## config.mk

```make
export PLATFORM = sky130hd
export DESIGN_NAME = alu_op_sequencer
export DESIGN_NICKNAME = d
export VERILOG_FILES = /design/src/rtl/alu_op_sequencer.sv
export SDC_FILE = /design/constraint.sdc
export NUM_CORES = 1
export LEC_CHECK = 0
export CELL_PAD_IN_SITES_DETAIL_PLACEMENT = 0
export CELL_PAD_IN_SITES_GLOBAL_PLACEMENT = 1
export CORE_MARGIN = 2
export CORE_UTILIZATION = 27
export DETAILED_ROUTE_END_ITERATION = 8
export HOLD_SLACK_MARGIN = 0.08
export PLACE_DENSITY = 0.85
export SLEW_MARGIN = 20
export SYNTH_ARGS = -nofsm -noshare
export SYNTH_HDL_FRONTEND = slang
export SYNTH_SLANG_ARGS = --single-unit
```

## constraint.sdc

```tcl
create_clock -name clk -period 1.5 [get_ports clk]
set_input_delay 0.45 -clock clk [delete_from_list [all_inputs] [get_ports clk]]
set_output_delay 0.45 -clock clk [all_outputs]
set_load 0.03 [all_outputs]
```

## src/rtl/alu_op_sequencer.sv

```systemverilog
// Sequences operand/opcode pairs into an external combinational ALU and returns
// each result over a valid/ready channel, either one opcode or a full opcode sweep.
module alu_op_sequencer #(
  parameter int WIDTH   = 8,
  parameter int SEL_W   = 5,
  parameter int MAX_SEL = 18
) (
  input  logic             clk,
  input  logic             rst_n,
  input  logic             cmd_valid,
  output logic             cmd_ready,
  input  logic [WIDTH-1:0] cmd_a,
  input  logic [WIDTH-1:0] cmd_b,
  input  logic [SEL_W-1:0] cmd_sel,
  input  logic             cmd_sweep,
  output logic [WIDTH-1:0] alu_a,
  output logic [WIDTH-1:0] alu_b,
  output logic [SEL_W-1:0] alu_sel,
  input  logic [WIDTH-1:0] alu_out,
  input  logic             alu_carry,
  output logic             res_valid,
  input  logic             res_ready,
  output logic [WIDTH-1:0] res_data,
  output logic             res_carry,
  output logic [SEL_W-1:0] res_sel,
  output logic             res_err,
  output logic             res_last,
  output logic             busy
);

  typedef enum logic [1:0] {IDLE, ISSUE, RESP} state_t;

  localparam logic [SEL_W-1:0] MAX_SEL_V = SEL_W'(MAX_SEL);

  state_t           state_reg, state_next;
  logic [WIDTH-1:0] a_reg, b_reg;
  logic [SEL_W-1:0] sel_reg;
  logic             sweep_reg;
  logic [WIDTH-1:0] res_data_reg;
  logic             res_carry_reg;
  logic [SEL_W-1:0] res_sel_reg;
  logic             res_err_reg;
  logic             res_last_reg;

  logic accept, resp_done, sweep_more, sel_err;

  assign accept     = (state_reg == IDLE) && cmd_valid;
  assign resp_done  = (state_reg == RESP) && res_ready;
  assign sweep_more = sweep_reg && (sel_reg < MAX_SEL_V);
  // Out-of-range opcodes can only arrive in single mode; the sweep stops at MAX_SEL.
  assign sel_err    = !sweep_reg && (sel_reg > MAX_SEL_V);

  always_ff @(posedge clk or negedge rst_n) begin
    if (!rst_n) begin
      state_reg <= IDLE;
    end else begin
      state_reg <= state_next;
    end
  end

  always_comb begin
    state_next = state_reg;
    case (state_reg)
      IDLE:    if (cmd_valid) state_next = ISSUE;
      ISSUE:   state_next = RESP;
      RESP:    if (res_ready) state_next = sweep_more ? ISSUE : IDLE;
      default: state_next = IDLE;
    endcase
  end

  always_comb begin
    cmd_ready = (state_reg == IDLE);
    busy      = (state_reg != IDLE);
    res_valid = (state_reg == RESP);
  end

  always_ff @(posedge clk or negedge rst_n) begin
    if (!rst_n) begin
      a_reg         <= '0;
      b_reg         <= '0;
      sel_reg       <= '0;
      sweep_reg     <= 1'b0;
      res_data_reg  <= '0;
      res_carry_reg <= 1'b0;
      res_sel_reg   <= '0;
      res_err_reg   <= 1'b0;
      res_last_reg  <= 1'b0;
    end else begin
      if (accept) begin
        a_reg     <= cmd_a;
        b_reg     <= cmd_b;
        sel_reg   <= cmd_sweep ? '0 : cmd_sel;
        sweep_reg <= cmd_sweep;
      end
      if (state_reg == ISSUE) begin
        res_data_reg  <= sel_err ? '0 : alu_out;
        res_carry_reg <= sel_err ? 1'b0 : alu_carry;
        res_sel_reg   <= sel_reg;
        res_err_reg   <= sel_err;
        res_last_reg  <= !sweep_reg || (sel_reg == MAX_SEL_V);
      end
      // Advance to the next opcode only on a handshake that continues the sweep.
      if (resp_done && sweep_more) begin
        sel_reg <= sel_reg + SEL_W'(1);
      end
    end
  end

  assign alu_a     = a_reg;
  assign alu_b     = b_reg;
  assign alu_sel   = sel_reg;
  assign res_data  = res_data_reg;
  assign res_carry = res_carry_reg;
  assign res_sel   = res_sel_reg;
  assign res_err   = res_err_reg;
  assign res_last  = res_last_reg;

endmodule
```

==> out/results.tsv <==
metric	value	unit
status	finished with violations	
failing checks	negative setup slack	
PwrDens	2280	nW/um2
Global Route Usage Sum	13.2	%
DR pass1 iterations	4	
nets	326	
Initial Util	27.8	%
Critical Path RT	1.05	ns
Ys Warns	0	
Non-Filler Instances	367	
Ports	75	
placed cells	350	
Crit Reg-Reg Endpoint	alu_sel[2]$_DFFE_PN0P_	
WP data arrival	1.08	ns
GRT overflow	0	
mean area per synthesized cell	9.32	um2
final worst-path cycle share	102	%
die height	84.6	um
CP cell instances	nand2b_4, inv_2, buf_12	
setup violators final	9	
register area	1010	um2
cells after synthesis	188	
share of cells above drive strength 1	39.3	%
Max-Slew Margin vs Limit	79.6	%
vias in the first global route	1611	
setup TNS	-0.0654	ns
remaining antenna violation count	0	
routed vias	1671	
Pwr Total	6.85	mW
worst r2r src	state_reg[1]$_DFFE_PN0P_	
worst-margin pin slew	0.305	ns
fmax	0.655	GHz
#FFs+latches synth	40	
CTS max path bufs	2	
full die area	7150	um2
DPL Wire Length	3440	um
Worst Slack Setup Final	-0.0268	ns
most frequent cells in the layout	nand2_1 (66), dfrtp_1 (35), clkdlybuf4s50_1 (32), buf_4 (24), clkbuf_2 (23)	
CTS Buf Count	5	
core area	6310	um2
worst path bufs/invs	2	
area leader, netlist	dfrtp_1	
Mapped Area	1750	um2
max_cap viols	0	
clk_lat worst skew	0.29	ns
Placer Congestion	0.807	
worst slack, placed	-0.407	ns
post-layout minimum cycle time	1.53	ns
most common cell after layout, fill and taps aside	nand2_1	
H-tree Lvls	2	
Mapped Nets	225	
CP Class	flop to output port	
row count	29	
initial DRC count	43	
drt total wl	5050	um
CTS root buffer	clkbuf_8	
Worst R2R Setup Slack	0	ns
# clock sinks	40	
multi-input logic area	813	um2
fill cell count	619	
Hold Fails Final Rpt	0	
Wirelength per Cell	13.8	um
worst-case reg-to-reg path depth	4	
critical path launch point type	flop	
CP Max Fanout	6	
Slew Limit Fails	0	
Final Util	47.5	%
count of port buffers added during placement	74	
Peak VDD IR	0.922	mV
Worst path slowest cell	dfrtp_2	
first-pass GRT wire length	7660	um
area delta synth->final	71.0	%
CTS tree	built	
CP top delay family	flip-flops	
DIE WIDTH	84.6	um
Hold WC Path Type	primary input to async pin	
Worst-path clk slew	0.08	ns
unrepaired setup endpoints after global routing	true	
initial antenna violation count	0	
post-synthesis cell type count	33	
Worst path max stage delay	0.45	ns
drt drc	0	
post-synth top area share	57.1	%
Antenna Diode Count	0	
register area share after synthesis	57.1	%
crit path capture type	output port	
vias per inst	4.55	
Leak	1.46	nW
Final Skew	0.00443	ns
largest net degree at the start of global routing	41	
synth top area cells	dfrtp_1 (57%), nand2_1 (18%), o21ai_0 (4.0%)	
[report_power, final]
group          leakage, nW  total (mW)  internal [mW]  switching [mW]
sequential           0.494        1.99           1.59           0.394
clock               0.0645       0.951          0.587           0.364
combinational        0.905        3.91           1.61            2.29
[synth_stat cells]
library cell / n
buf_6: 1
and3_1: 3
o21ai_0: 14
inv_1: 6
mux2_2: 1
nor3b_1: 1
a211oi_1: 1
nor4b_1: 2
a311oi_1: 1
nand2_1: 82
nor2_1: 2
nor2b_1: 4
or3b_1: 1
buf_4: 1
buf_2: 8
nand4b_1: 1
o31ai_4: 1
nand3b_1: 1
a211o_1: 1
dfrtp_1: 40
nand4_1: 1
a22oi_1: 1
o311a_1: 1
or2b_1: 1
o21ai_1: 1
a221o_1: 1
and4b_1: 1
o32ai_1: 1
a21oi_2: 1
a32o_1: 1
a31oi_1: 3
nand2b_1: 1
ha_1: 2
[metrics by stage]
stage	hold WS, ns	area, um2
detailed placement	0.443	2730
global route	0.128	3000
CTS	0.121	2950
global placement	0.437	2730
floorplan	0.154	1760
finish	0.123	3000
[worst max path at each step]
stage,startpoint,endpoint,depth (start not counted)
6_report,state_reg[0]$_DFFE_PN0P_,res_valid,3
2_1_floorplan,alu_sel[0]$_DFFE_PN0P_,res_err$_DFFE_PN0N_,5
3_3_place_gp,res_ready,alu_sel[0]$_DFFE_PN0P_,4
5_1_grt,state_reg[0]$_DFFE_PN0P_,res_valid,3
4_1_cts,state_reg[0]$_DFFE_PN0P_,res_valid,3
3_5_place_dp,res_ready,alu_sel[0]$_DFFE_PN0P_,4
[area by class of cell]
| class | instances | area share, % |
|---|---|---|
| timing repair buffer | 103 | 31.1 |
| inverter | 6 | 0.751 |
| clock buffer | 7 | 3.21 |
| tap | 77 | 3.21 |
| multi-input combinational | 133 | 27.1 |
| sequential | 40 | 33.6 |
| clock inverter | 1 | 1.00 |
[logic make-up (layout without fill, tap and decap cells)]
logic type	count (synthesis)	count (layout)	synth area share (%)
adder cells (fa/ha/maj)	2	2	1.43
AO/OA/AOI/OAI	28	29	11.1
multiplexers	1	1	0.642
flip-flops	40	40	57.1
AND/OR/NAND/NOR	101	101	25.1
buffers and inverters	16	117	4.64
[per-layer routing]
metal / GRT usage, % / share of wire (%) / vias up
met5: 0 / 0 / -
met4: 3.90 / 1.1 / 0
met3: 3.24 / 4.4 / 7
met2: 22.3 / 51 / 39
met1: 16.8 / 44 / 801
li1: - / - / 824
[timing repair]
item	4_1_cts	5_1_grt
gates resized for setup	68	65
setup buffers	6	1
hold buffers	0	0
pin swaps	3	22
cloned	0	2
endpoints found under the setup margin	49	49
(Power assumes the default switching activity.)
